### src/rtl/cache_line_mover_if.sv
// Bundle of request, data-array and physical-memory signals between the line mover and its neighbours.
// The master modport is the mover itself; the slave modport is its surroundings.
interface cache_line_mover_if #(
  parameter int WIDTH    = 128,
  parameter int INDEX_W  = 3,
  parameter int OFFSET_W = 4,
  parameter int TAG_W    = 9
);
  localparam int ADDR_W = TAG_W + INDEX_W + OFFSET_W;

  logic               req_valid;
  logic               req_ready;
  logic [INDEX_W-1:0] req_index;
  logic [TAG_W-1:0]   req_tag;
  logic               req_dirty;
  logic [TAG_W-1:0]   req_vtag;
  logic               done;

  logic [INDEX_W-1:0] arr_index;
  logic               arr_write;
  logic [WIDTH-1:0]   arr_wdata;
  logic [WIDTH-1:0]   arr_rdata;

  logic [ADDR_W-1:0]  pmem_address;
  logic               pmem_read;
  logic               pmem_write;
  logic [WIDTH-1:0]   pmem_wdata;
  logic [WIDTH-1:0]   pmem_rdata;
  logic               pmem_resp;

  modport master (
    input  req_valid, req_index, req_tag, req_dirty, req_vtag,
    input  arr_rdata, pmem_rdata, pmem_resp,
    output req_ready, done, arr_index, arr_write, arr_wdata,
    output pmem_address, pmem_read, pmem_write, pmem_wdata
  );

  modport slave (
    output req_valid, req_index, req_tag, req_dirty, req_vtag,
    output arr_rdata, pmem_rdata, pmem_resp,
    input  req_ready, done, arr_index, arr_write, arr_wdata,
    input  pmem_address, pmem_read, pmem_write, pmem_wdata
  );
endinterface

### src/rtl/cache_line_mover.sv
// Cache line transfer engine: optional dirty-victim writeback to pmem, then line fill
// from pmem installed into the data array. One transfer in flight at a time.
module cache_line_mover #(
  parameter int WIDTH    = 128,
  parameter int INDEX_W  = 3,
  parameter int OFFSET_W = 4,
  parameter int TAG_W    = 9
) (
  input  logic               clk,
  input  logic               reset_n,
  cache_line_mover_if.master bus
);

  typedef enum logic [1:0] {
    S_IDLE    = 2'd0,
    S_WB      = 2'd1,
    S_FILL    = 2'd2,
    S_INSTALL = 2'd3
  } state_t;

  state_t             r_state;
  state_t             w_next;
  logic [INDEX_W-1:0] r_index;
  logic [TAG_W-1:0]   r_tag;
  logic [TAG_W-1:0]   r_vtag;
  logic [WIDTH-1:0]   r_wb_buf;
  logic [WIDTH-1:0]   r_fill_buf;
  logic               w_accept;

  assign w_accept = (r_state == S_IDLE) && bus.req_valid;

  always_ff @(posedge clk or negedge reset_n) begin
    if (!reset_n) begin
      r_state <= S_IDLE;
    end else begin
      r_state <= w_next;
    end
  end

  // Victim data is captured on accept so the array is free for the later install.
  always_ff @(posedge clk or negedge reset_n) begin
    if (!reset_n) begin
      r_index    <= '0;
      r_tag      <= '0;
      r_vtag     <= '0;
      r_wb_buf   <= '0;
      r_fill_buf <= '0;
    end else begin
      if (w_accept) begin
        r_index  <= bus.req_index;
        r_tag    <= bus.req_tag;
        r_vtag   <= bus.req_vtag;
        r_wb_buf <= bus.arr_rdata;
      end
      if ((r_state == S_FILL) && bus.pmem_resp) begin
        r_fill_buf <= bus.pmem_rdata;
      end
    end
  end

  always_comb begin
    w_next = r_state;
    case (r_state)
      S_IDLE:    if (bus.req_valid) w_next = bus.req_dirty ? S_WB : S_FILL;
      S_WB:      if (bus.pmem_resp) w_next = S_FILL;
      S_FILL:    if (bus.pmem_resp) w_next = S_INSTALL;
      S_INSTALL: w_next = S_IDLE;
      default:   w_next = S_IDLE;
    endcase
  end

  // Strobes are pure decodes of the state register, so reset drops them immediately.
  always_comb begin
    bus.req_ready    = 1'b0;
    bus.done         = 1'b0;
    bus.arr_index    = r_index;
    bus.arr_write    = 1'b0;
    bus.arr_wdata    = '0;
    bus.pmem_address = '0;
    bus.pmem_read    = 1'b0;
    bus.pmem_write   = 1'b0;
    bus.pmem_wdata   = '0;
    case (r_state)
      S_IDLE: begin
        bus.req_ready = 1'b1;
        bus.arr_index = bus.req_index;
      end
      S_WB: begin
        bus.pmem_write   = 1'b1;
        bus.pmem_address = {r_vtag, r_index, {OFFSET_W{1'b0}}};
        bus.pmem_wdata   = r_wb_buf;
      end
      S_FILL: begin
        bus.pmem_read    = 1'b1;
        bus.pmem_address = {r_tag, r_index, {OFFSET_W{1'b0}}};
      end
      S_INSTALL: begin
        bus.arr_write = 1'b1;
        bus.arr_wdata = r_fill_buf;
        bus.done      = 1'b1;
      end
      default: ;
    endcase
  end

endmodule

### src/flat_wrapper.sv
// flat-port wrapper written by rule: the top's interface ports become plain ports
module cache_line_mover_flat 
#(
  parameter int WIDTH    = 128,
  parameter int INDEX_W  = 3,
  parameter int OFFSET_W = 4,
  parameter int TAG_W    = 9
)
  (clk, reset_n, bus_req_valid, bus_req_index, bus_req_tag, bus_req_dirty, bus_req_vtag, bus_arr_rdata, bus_pmem_rdata, bus_pmem_resp, bus_req_ready, bus_done, bus_arr_index, bus_arr_write, bus_arr_wdata, bus_pmem_address, bus_pmem_read, bus_pmem_write, bus_pmem_wdata);
  cache_line_mover_if #(.WIDTH(WIDTH), .INDEX_W(INDEX_W), .OFFSET_W(OFFSET_W), .TAG_W(TAG_W)) bus_i ();
  input  logic clk;
  input  logic reset_n;
  input wire logic [$bits(bus_i.req_valid)-1:0] bus_req_valid;
  input wire logic [$bits(bus_i.req_index)-1:0] bus_req_index;
  input wire logic [$bits(bus_i.req_tag)-1:0] bus_req_tag;
  input wire logic [$bits(bus_i.req_dirty)-1:0] bus_req_dirty;
  input wire logic [$bits(bus_i.req_vtag)-1:0] bus_req_vtag;
  input wire logic [$bits(bus_i.arr_rdata)-1:0] bus_arr_rdata;
  input wire logic [$bits(bus_i.pmem_rdata)-1:0] bus_pmem_rdata;
  input wire logic [$bits(bus_i.pmem_resp)-1:0] bus_pmem_resp;
  output wire logic [$bits(bus_i.req_ready)-1:0] bus_req_ready;
  output wire logic [$bits(bus_i.done)-1:0] bus_done;
  output wire logic [$bits(bus_i.arr_index)-1:0] bus_arr_index;
  output wire logic [$bits(bus_i.arr_write)-1:0] bus_arr_write;
  output wire logic [$bits(bus_i.arr_wdata)-1:0] bus_arr_wdata;
  output wire logic [$bits(bus_i.pmem_address)-1:0] bus_pmem_address;
  output wire logic [$bits(bus_i.pmem_read)-1:0] bus_pmem_read;
  output wire logic [$bits(bus_i.pmem_write)-1:0] bus_pmem_write;
  output wire logic [$bits(bus_i.pmem_wdata)-1:0] bus_pmem_wdata;
  assign bus_i.req_valid = bus_req_valid;
  assign bus_i.req_index = bus_req_index;
  assign bus_i.req_tag = bus_req_tag;
  assign bus_i.req_dirty = bus_req_dirty;
  assign bus_i.req_vtag = bus_req_vtag;
  assign bus_i.arr_rdata = bus_arr_rdata;
  assign bus_i.pmem_rdata = bus_pmem_rdata;
  assign bus_i.pmem_resp = bus_pmem_resp;
  assign bus_req_ready = bus_i.req_ready;
  assign bus_done = bus_i.done;
  assign bus_arr_index = bus_i.arr_index;
  assign bus_arr_write = bus_i.arr_write;
  assign bus_arr_wdata = bus_i.arr_wdata;
  assign bus_pmem_address = bus_i.pmem_address;
  assign bus_pmem_read = bus_i.pmem_read;
  assign bus_pmem_write = bus_i.pmem_write;
  assign bus_pmem_wdata = bus_i.pmem_wdata;
  cache_line_mover #(.WIDTH(WIDTH), .INDEX_W(INDEX_W), .OFFSET_W(OFFSET_W), .TAG_W(TAG_W)) u_core (.clk(clk), .reset_n(reset_n), .bus(bus_i));
endmodule
### config.mk
export PLATFORM = sky130hd
export DESIGN_NAME = cache_line_mover_flat
export DESIGN_NICKNAME = d
export VERILOG_FILES = /design/src/rtl/cache_line_mover_if.sv /design/src/rtl/cache_line_mover.sv /design/src/flat_wrapper.sv
export SDC_FILE = /design/constraint.sdc
export NUM_CORES = 1
export LEC_CHECK = 0
export CAP_MARGIN = 20
export CORE_ASPECT_RATIO = 2
export CORE_MARGIN = 2
export CORE_UTILIZATION = 23
export DETAILED_ROUTE_END_ITERATION = 8
export GPL_ROUTABILITY_DRIVEN = 0
export HOLD_SLACK_MARGIN = 0.05
export PLACE_DENSITY = 0.6
export SYNTH_ARGS = -nofsm -noshare
export SYNTH_HDL_FRONTEND = slang
export SYNTH_SLANG_ARGS = --single-unit
### constraint.sdc
create_clock -name clk -period 2.05 [get_ports clk]
set_input_delay 0.41 -clock clk [delete_from_list [all_inputs] [get_ports clk]]
set_output_delay 0.41 -clock clk [all_outputs]
set_load 0.05 [all_outputs]
# After elaboration in Yosys (flattened, before gate mapping)
# Index checks and enable logic that the tools add are counted.
dict set report word_totals {
  regBits 279
  latchBits 0
  mem_bits_rw 0
  rom_bits 0
  in_bits 282
  out_inout_bits 280
  wordCells 29
  memories 0
}
dict set report op_classes {
  add_sub_neg 0
  mul 0
  div_mod_pow 0
  n_lt_le_gt_ge 0
  n_eq_ne 6
  shifts 0
  mux 13
  bitwise_logic 0
  reduce_logical 4
}
# cell count
set ops {}
lappend ops {{128-bit 2-to-1 mux} 2}
lappend ops {{16-bit one-hot mux with 2 select lines} 1}
lappend ops {{2-bit 2-to-1 mux} 4}
lappend ops {{2-bit one-hot mux with 4 select lines} 1}
lappend ops {{2-bit != test, second input constant} 3}
lappend ops {{2-bit equality test, second input constant} 2}
lappend ops {{1-bit 2-to-1 mux} 4}
lappend ops {{3-bit 2-to-1 mux} 1}
lappend ops {{3-bit AND reduction} 1}
lappend ops {{2-bit by 1-bit equality test with 1-bit output, second input constant} 1}
lappend ops {{1-bit logical AND} 2}
lappend ops {{2-bit logical NOT} 1}

# Depth between registers and ports, before layout
# Gate-level depths: netlist (run 1).
dict set report depth {
  word_depth 3
  ltp_mapped 6
}

# Least setup slack after synthesis (run 1)
# No wires, ideal clock.
dict set report synth_path {
  path_kind {reg-to-output}
  startpoint {register u_core.r_state[1]}
  endpoint {output bus_pmem_address[10]}
  arrival_time_ps 2186
  setup_slack_ps -546
  stages_incl_launch_ff 6
  n_path_buf 1
  path_cell_list {dfrtp_1 inv_1 ha_1 clkbuf_1 a22oi_1 nor2b_1}
}
dict set report synth_between {
  elab_chain_cells 2
  word_cells_on_any_way 3
  classes_between {2 x eq/ne; 1 x mux}
}
# element line
set synth_lines {}
lappend synth_lines {{start, declared} cache_line_mover.sv:21} ;# state_t r_state;
lappend synth_lines {{start signal, assigned} cache_line_mover.sv:36} ;# r_state <= w_next;
lappend synth_lines {{2-bit equality test or 2-bit by 1-bit equality test with 1-bit output (tied branches)} cache_line_mover.sv:83} ;# case (r_state)
lappend synth_lines {{16-bit one-hot mux with 2 select lines *} cache_line_mover.sv:83}
lappend synth_lines {{end, declared} flat_wrapper.sv:26} ;# output wire logic [$bits(bus_i.pmem_address)-1:0] bus_pmem_address;
# Every way passes the cells marked *; elsewhere a longest branch is shown, timed or not.

# Final worst setup path (run 1)
dict set report layout_path {
  startpoint {register u_core.r_state[1]}
  endpoint {output bus_arr_wdata[53]}
}
dict set report layout_between {
  elab_chain_cells 2
}
# element line
set layout_lines {}
lappend layout_lines {{2-bit equality test} cache_line_mover.sv:83}
lappend layout_lines {{128-bit 2-to-1 mux} cache_line_mover.sv:83}
lappend layout_lines {{end, declared} flat_wrapper.sv:25} ;# output wire logic [$bits(bus_i.arr_wdata)-1:0] bus_arr_wdata;
# No other way between the ends.

==> flow_summary.json, run 1 <==
{
  "status": "complete, but fails checks",
  "violations": "negative setup slack",
  "synth_area_um2": 12800,
  "cellPowerDensity_nw_per_um2": 1700,
  "clockBufferDepth": 3,
  "dpl-instance-area_um2": 22600,
  "worstSetupPathType": "reg2out",
  "p_comb_frac": 0.630,
  "wl_per_cell_um": 20.1,
  "start_kind": "flop",
  "fp.dieW_um": 171,
  "cts.sinks": 279,
  "final_area_um2": 24400,
  "endpoint_kind": "output port",
  "setup_violations": 276,
  "antenna_left": 0,
  "maxSlewHeadroom": 0.554,
  "max_stage_delay_ns": 0.41,
  "ir_worst_vdd_mv": 1.54,
  "grtUsageTotal": 0.152,
  "mostFrequentLayoutCells": "buf_12, clkdlybuf4s50_1, dfrtp_1",
  "worstPathCellList": "buf_6 > ha_4 > buf_12 > buf_12 > buf_8 > and2_4 > buf_12",
  "p_leak_nw": 10.6,
  "grt_max_degree": 64,
  "path_buf_inv": 5,
  "clkTransAtPathRegs_ns": 0.07,
  "preCtsSetupSlack_ns": -0.0160,
  "insertion_delay_ns": 0.58,
  "core_area_um2": 55100,
  "slowest_stage": "dfrtp_1",
  "drive_gt1_frac": 0.625,
  "cp_data_required_time_ns": 1.64,
  "fin_crit_ns": 2.39,
  "floorplan.initialDensity": 0.232,
  "die_area_um2": 57700,
  "ys_seq_area_frac": 0.546,
  "p_switching_mw": 16.1,
  "postSynthCellCount": 922,
  "first_iter_violations": 263,
  "crit_fanout": 10,
  "tightest_slew_ns": 0.670,
  "skew_ns": 0.0157,
  "avgViaCountPerCell": 4.10,
  "p_seq_frac": 0.239,
  "hpwl_um": 34000,
  "cpMostUsedCell": "buf_12",
  "hold_class": "in2async",
  "layout_commonest_cell": "buf_12",
  "arrival_ns": 1.98,
  "grt-busiest-layer": "met2",
  "fmax_mhz": 418,
  "drv_cap": 0,
  "cts_made_buffers": 28,
  "yosysWarnings": 0,
  "grtUsageMet3": 0.0460,
  "drc": 0,
  "hold_viol": 0,
  "antennaDiodeCount": 0,
  "avgSynthCellArea_um2": 13.9,
  "internal-power_mw": 25.4,
  "overflow": 0,
  "grt_pass1_vias": 10500,
  "synth_cell_types": 21,
  "min_period_over_period": 1.17,
  "num_vias": 9401,
  "portBuffers": 557,
  "grt_first_pass_wirelength_um": 65900,
  "final_max_slew_viol_count": 0,
  "post-route-util": 0.443,
  "syn2layout_area_growth_pct": 90.6,
  "antenna_found_initial": 5,
  "design_power_total_mw": 41.5,
  "use_met2": 0.284,
  "rows": 122,
  "cts_tree": "built",
  "clockRootBuffer": "clkbuf_16",
  "use_met1": 0.156,
  "fin_nets": 1815,
  "clkPwrFrac": 0.131,
  "cp_top_family": "buffers and inverters",
  "ys_ff_latch": 279,
  "swShare": 0.388,
  "routed_wl_um": 46000,
  "setup_ws_ns": -0.345,
  "pin_count": 562,
  "first_pass_iters": 4,
  "cts_max_level": 1,
  "die_h_um": 338,
  "grt_setup_unrepaired": "yes"
}
[synth_stat cells]
master    number  share of area
dfrtp_1      279           0.55
and2_1       259           0.13
mux2_2       179           0.16
mux2_4       100           0.12
clkbuf_1      31         0.0091
buf_2         17         0.0066
buf_6         13          0.011
a22oi_1        9         0.0053
nor2b_1        9         0.0044
ha_1           6         0.0059
buf_4          5         0.0029
inv_1          3        0.00088
mux2i_1        3         0.0023
nand2_1        2        0.00059
conb_1         1        0.00029
mux2_1         1        0.00088
nand2_2        1        0.00049
nor2_1         1        0.00029
o21a_1         1        0.00059
o21ai_0        1        0.00039
o22ai_1        1        0.00049
[worst register-to-register path, stage by stage, from the launching register on]
cell and delay [ns]:
dfrtp_1 0.38, inv_2 0.07, buf_6 0.12, ha_4 0.15, buf_12 0.13, buf_4 0.15
nand2_8 0.20, buf_4 0.32, mux2_4 0.32
[cell type report]
| type | instances | area [um2] |
|---|---|---|
| clock buffers | 40 | 827 |
| clock inverters | 12 | 124 |
| fillers | 4865 | 30700 |
| inverters | 3 | 13.8 |
| multi-input cells | 577 | 6110 |
| flip-flops and latches | 279 | 6980 |
| well taps | 744 | 931 |
| repair buffers | 638 | 9390 |
[worst paths after layout]
| kind | cells past startpoint | startpoint | endpoint | slack, ns |
|---|---|---|---|---|
| hold / removal | 2 | reset_n | u_core.r_fill_buf[87] | 0.43 |
| min in group clk | 2 | bus_req_tag[1] | u_core.r_tag[1] | 0.44 |
| setup / recovery | 7 | u_core.r_state[1] | bus_arr_wdata[53] | -0.34 |
| hold reg to reg | 1 | u_core.r_fill_buf[78] | u_core.r_fill_buf[78] | 0.50 |
| max in group asynchronous | 3 | reset_n | u_core.r_fill_buf[29] | 0.90 |
| setup reg to reg | 8 | u_core.r_state[1] | u_core.r_wb_buf[43] | 0.08 |
[flip-flops by register name, indices dropped and copies added, names as in the netlist]
name / count
u_core.r_fill_buf: 128
u_core.r_index: 3
u_core.r_state: 2
u_core.r_tag: 9
u_core.r_vtag: 9
u_core.r_wb_buf: 128
[power by group through the flow]
stage	Combinational, mW	Clock (mW)	Sequential (mW)
floorplan	13.7	0	9.26
global placement	24.1	0	9.69
detailed placement	24.4	0	9.82
CTS	25.2	5.69	9.81
global route	27.3	5.87	10.3
finish	26.2	5.44	9.91
[layer usage]
metal  part of all wire  up-vias
met2               0.54      421
met4              0.034        8
li1                   -     4261
met5             0.0012        -
met3              0.082       77
met1               0.34     4634
[logic make-up after synthesis]
family,share of synthesized area
AO/OA/AOI/OAI,0.00675
adder cells (fa/ha/maj),0.00587
buffers and inverters,0.0310
flip-flops,0.546
multiplexers,0.278
other,0.000293
AND/OR/NAND/NOR,0.132
[stage by stage]
stage               hold slack (ns)  setup TNS [ns]  cells
global route                  0.410         -101.14   2293
global placement              0.440          -0.190   2206
finish                        0.427          -78.78   2293
detailed placement            0.442         -0.0595   2206
CTS                           0.393          -99.17   2270
floorplan                     0.114          -0.558    925
[what timing repair did]
action                     in CTS  in global routing
pin swaps                       5                 10
gates cloned                    2                  7
setup buffers                   9                 19
gates resized for setup        50                132
hold buffers                    1                  0
hold endpoints to repair       46                  0
setup endpoints to repair     329                276
Power figures use the tool's default switching activity.
==> run 2, diff against run 1 <==
- ABC_AREA: unset -> 1
- PLACE_DENSITY: 0.6 -> 0.61
- clock period: 2.05 -> 1.9 ns (I/O delays scaled with it)
==> flow_summary.json, run 2 <==
{
  "grt_first_pass_wirelength_um": 82000,
  "final_max_slew_viol_count": 0,
  "drc": 0,
  "yosysTopAreaCell": "dfrtp_1",
  "layout_commonest_cell": "nand2_1",
  "worstPathCellList": "buf_4 > ha_4 > buf_4 > buf_16 > nand2_1 > clkinvlp_4 > buf_12",
  "routed_wl_um": 56000,
  "rows": 125,
  "avgSynthCellArea_um2": 7.41,
  "synth_cell_types": 16,
  "ys_seq_area_frac": 0.518,
  "wl_per_cell_um": 17.7,
  "cts_tree": "built",
  "syn2layout_area_growth_pct": 93.3,
  "maxSlewHeadroom": 0.658,
  "insertion_delay_ns": 0.59,
  "clockBufferDepth": 3,
  "cpMostUsedCell": "buf_4",
  "whs_path_depth": 3,
  "core_area_um2": 58000,
  "clockRootBuffer": "clkbuf_16",
  "setup_violations": 319,
  "synth_most_common_cell": "nand2_1",
  "first_pass_iters": 5,
  "drive_gt1_frac": 0.364,
  "synth_area_um2": 13500,
  "fin_nets": 2665,
  "synth_flop_cell": "dfrtp_1",
  "final_area_um2": 26100,
  "violations": "negative setup slack",
  "ys_ff_latch": 279,
  "dpl-instance-area_um2": 23900,
  "cts_max_level": 1,
  "synth_area_leaders": "dfrtp_1, nand2_1, nand3_1",
  "die_h_um": 346,
  "synth_edf_count": 0,
  "grtUsageTotal": 0.173,
  "fmax_mhz": 401,
  "floorplan.initialDensity": 0.232,
  "worstSetupPathDepth": 7,
  "overflow": 0,
  "arrival_ns": 2.12,
  "skew_ns": 0.0310,
  "pin_count": 562,
  "max_stage_delay_ns": 0.42,
  "grt_max_degree": 83,
  "postSynthCellCount": 1819,
  "antenna_left": 0,
  "portBuffers": 557,
  "first_iter_violations": 659,
  "antenna_found_initial": 12,
  "die_area_um2": 60700,
  "reg_top3": "u_core.r_fill_buf (128), u_core.r_wb_buf (128)",
  "cp_top_family": "buffers and inverters",
  "slowest_stage": "dfrtp_1",
  "yosysWarnings": 0,
  "cp_data_required_time_ns": 1.52,
  "endpoint_kind": "output port",
  "grt_pass1_vias": 14200,
  "grt_setup_unrepaired": "yes",
  "cellPowerDensity_nw_per_um2": 1510,
  "hold_viol": 0,
  "num_vias": 13800,
  "hpwl_um": 39800,
  "cts_made_buffers": 28,
  "fp.dieW_um": 175,
  "r2r_cells": 9,
  "setup_ws_ns": -0.596,
  "cts.sinks": 279,
  "crit_fanout": 29,
  "ys_top_cells_by_count": "nand2_1, dfrtp_1, nand3_1",
  "path_buf_inv": 5,
  "async_flop_share": 1.00,
  "status": "complete, but fails checks",
  "clkTransAtPathRegs_ns": 0.07,
  "drv_cap": 0,
  "avgViaCountPerCell": 4.36,
  "worstSetupPathType": "reg2out",
  "tightest_slew_ns": 0.512,
  "mostFrequentLayoutCells": "nand2_1, buf_12, dfrtp_1",
  "start_kind": "flop",
  "preCtsSetupSlack_ns": -0.119,
  "synth_top_area_frac": 0.518,
  "post-route-util": 0.449,
  "hold_class": "in2reg",
  "min_period_over_period": 1.31,
  "fin_crit_ns": 2.50,
  "ir_worst_vdd_mv": 1.10,
  "p_leak_nw": 11.3
}
run 2: cell types whose count changed after synthesis, moves of 62 or more:
cell,before,now
inv_1,3,265
mux2_4,100,0
mux2_2,179,0
and2_1,259,0
buf_2,17,79
nand2_1,2,839
nand3_1,0,277
run 2: cell type report:
type                       instances  area (um2)
inverter                         266        1900
antenna                            5        12.5
sequential                       279        6980
fill                            5487       32000
timing repair buffer             652        9640
multi-input combinational       1150        5570
clock inverter                    14         186
clock buffer                      38         810
tap                              762         953
run 2: logic make-up after synthesis:
kind of cell	share of synthesized area
flip-flops	0.518
adder cells (fa/ha/maj)	0.00557
AND/OR/NAND/NOR	0.339
buffers and inverters	0.131
AO/OA/AOI/OAI	0.00631
other	0.000278
run 2: worst reg2reg max path, cell delays in order (launching register included):
cell,delay (ns)
dfrtp_1,0.41
inv_1,0.09
buf_4,0.13
ha_4,0.24
clkbuf_4,0.24
buf_4,0.14
buf_12,0.15
buf_12,0.24
nand3_1,0.15
nand2_1,0.11
run 2: per-layer routing:
layer	track usage	up-vias	share of wire
li1	-	6541	-
met1	0.185	6559	0.35
met2	0.305	597	0.51
met3	0.0662	86	0.11
met4	0.0633	14	0.033
met5	0	-	0.0018
run 2: power breakdown:
group	total, mW	leakage [nW]	switching (mW)	internal (mW)
Clock	6.08	0.489	2.64	3.44
Combinational	22.4	7.33	12.9	9.43
Sequential	10.8	3.47	2.09	8.74
run 2: timing repair:
action                                  in CTS  in global routing
pin swaps                                    2                  2
endpoints found under the hold margin      129                  0
gates resized for setup                     72                168
hold buffers                                 1                  0
endpoints found under the setup margin     276                276
cloned                                       1                 11
buffers inserted                             2                 20
run 2: final timing paths:
kind,from,end,slack (ns)
setup / recovery,u_core.r_state[1],bus_arr_wdata[124],-0.60
min in group asynchronous,reset_n,u_core.r_fill_buf[85],0.27
max in group asynchronous,reset_n,u_core.r_wb_buf[125],0.88
setup reg to reg,u_core.r_state[0],u_core.r_wb_buf[62],-0.09
hold / removal,bus_pmem_resp,u_core.r_fill_buf[32],0.17
hold reg to reg,u_core.r_fill_buf[22],u_core.r_fill_buf[22],0.47
run 2: per-stage QoR:
| step | cells | power [mW] | hold slack, ns | TNS [ns] |
|---|---|---|---|---|
| finish | 3166 | 39.3 | 0.173 | -136.66 |
| floorplan | 1822 | 21.6 | 0.0844 | -4.75 |
| global route | 3164 | 41.5 | 0.160 | -170.08 |
| CTS | 3131 | 38.0 | 0.132 | -150.42 |
| global placement | 3075 | 30.8 | 0.267 | -0.516 |
| detailed placement | 3075 | 31.2 | 0.268 | -0.555 |
==> run 3, diff against run 2 <==
- CORE_ASPECT_RATIO: 2 -> unset
==> flow_summary.json, run 3 (synthesis gave the netlist of run 2 again) <==
{
  "status": "complete, but fails checks",
  "violations": "negative setup slack",
  "setup_violations": 276,
  "fp.dieW_um": 246,
  "multi_input_comb_area_um2": 5990,
  "first_iter_violations": 635,
  "grt_pass1_vias": 13900,
  "clockRootBuffer": "clkbuf_16",
  "pin_count": 562,
  "grtUsageTotal": 0.169,
  "fin_nets": 2669,
  "grt_max_degree": 78,
  "cts.sinks": 279,
  "cts_max_level": 2,
  "fin_hold_ws_ns": 0.311,
  "fmax_mhz": 423,
  "antenna_found_initial": 13,
  "drive_gt1_frac": 0.383,
  "wl_per_cell_um": 17.0,
  "insertion_delay_ns": 0.52,
  "arrival_ns": 1.99,
  "layout.area.seq_um2": 6980,
  "core_area_um2": 57800,
  "endpoint_kind": "output port",
  "final_area_um2": 26700,
  "fillers": 5366,
  "hpwl_um": 36800,
  "hold_class": "in2reg",
  "num_vias": 13800,
  "dpl-instance-area_um2": 23800,
  "final_max_slew_viol_count": 0,
  "ir_worst_vdd_mv": 1.14,
  "min_period_over_period": 1.25,
  "mostFrequentLayoutCells": "nand2_1, buf_12, clkdlybuf4s50_1, dfrtp_1, nand3_1",
  "floorplan.initialDensity": 0.233,
  "die_h_um": 246,
  "cts_made_buffers": 35,
  "drv_cap": 0,
  "post-route-util": 0.462,
  "overflow": 0,
  "fin_crit_ns": 2.37,
  "worstSetupPathType": "reg2out",
  "die_area_um2": 60500,
  "layout_commonest_cell": "nand2_1",
  "setup_ws_ns": -0.466,
  "routed_wl_um": 53800,
  "hold_viol": 0,
  "cellPowerDensity_nw_per_um2": 1510,
  "grt_first_pass_wirelength_um": 80300,
  "p_leak_nw": 12.0,
  "avgViaCountPerCell": 4.36,
  "start_kind": "flop",
  "cts_tree": "built",
  "antenna_left": 0,
  "cp_data_required_time_ns": 1.52,
  "first_pass_iters": 5,
  "clkTransAtPathRegs_ns": 0.06,
  "skew_ns": 0.0130,
  "crit_fanout": 8,
  "rows": 88,
  "drc": 0,
  "clockBufferDepth": 3,
  "reg_top3": "u_core.r_fill_buf (128), u_core.r_wb_buf (128)",
  "syn2layout_area_growth_pct": 98.3,
  "grt_setup_unrepaired": "yes",
  "portBuffers": 557
}
-- run 3: cell types whose count changed in the layout (fill, tap and decap cells not counted), sizes merged, moves of 2 or more --
cell / change
clkbuf: +13
clkinv: -6
buf: -3
bufinv: -3
inv: -2
-- run 3: stage by stage --
stage	setup TNS (ns)	cells	power, mW	setup slack [ns]
floorplan	-4.75	1822	21.6	-0.129
global placement	-0.0296	3068	30.6	-0.0296
detailed placement	-0.0510	3068	31.0	-0.0210
CTS	-116.34	3146	39.5	-0.481
global route	-128.35	3169	42.6	-0.526
finish	-107.45	3171	40.3	-0.466
-- run 3: per-layer routing --
metal  GRT usage  wire length, um  vias to the layer above
met3      0.0527             4770                      116
li1            -                -                     6567
met1       0.196            20100                     6597
met2       0.292            26900                      525
met4      0.0633             1870                       14
met5           0               98                        -
-- run 3: path summary, 6_finish.rpt --
path,startpoint,endpoint,slack (ns),depth (start not counted)
setup / recovery,u_core.r_state[0],bus_pmem_wdata[92],-0.47,7
setup reg to reg,u_core.r_state[0],u_core.r_fill_buf[60],0.12,7
hold reg to reg,u_core.r_wb_buf[100],u_core.r_wb_buf[100],0.47,2
min in group asynchronous,reset_n,u_core.r_fill_buf[126],0.40,2
max in group asynchronous,reset_n,u_core.r_fill_buf[84],0.84,3
hold / removal,bus_pmem_resp,u_core.r_fill_buf[104],0.31,3
-- run 3: layout make-up --
class / instances / share of cell area
flip-flops and latches: 279 / 0.261
well taps: 765 / 0.0358
diodes: 6 / 0.000562
clock inverters: 4 / 0.000983
multi-input cells: 1150 / 0.224
inverters: 266 / 0.0713
repair buffers: 649 / 0.368
clock buffers: 52 / 0.0379
-- run 3: what timing repair did --
| action | in CTS | in global routing |
|---|---|---|
| hold buffers | 1 | 0 |
| setup endpoints to repair | 278 | 276 |
| resized for setup | 244 | 129 |
| pin swaps | 2 | 4 |
| endpoints found under the hold margin | 34 | 0 |
| buffers inserted | 11 | 11 |
| cloned | 10 | 9 |
-- run 3: where the power goes --
group / total (mW) / switching, mW / internal [mW]
clock: 6.17 / 2.51 / 3.66
sequential: 11.1 / 2.38 / 8.75
combinational: 23.0 / 13.1 / 9.92
total: 40.3 / 18.0 / 22.3
-- run 3: worst max-delay path: stages (launching register included) --
cell        delay, ns
dfrtp_2          0.46
ha_4             0.22
buf_12           0.15
buf_12           0.14
buf_16           0.16
nand2_2          0.08
clkinvlp_4       0.09
buf_12           0.15
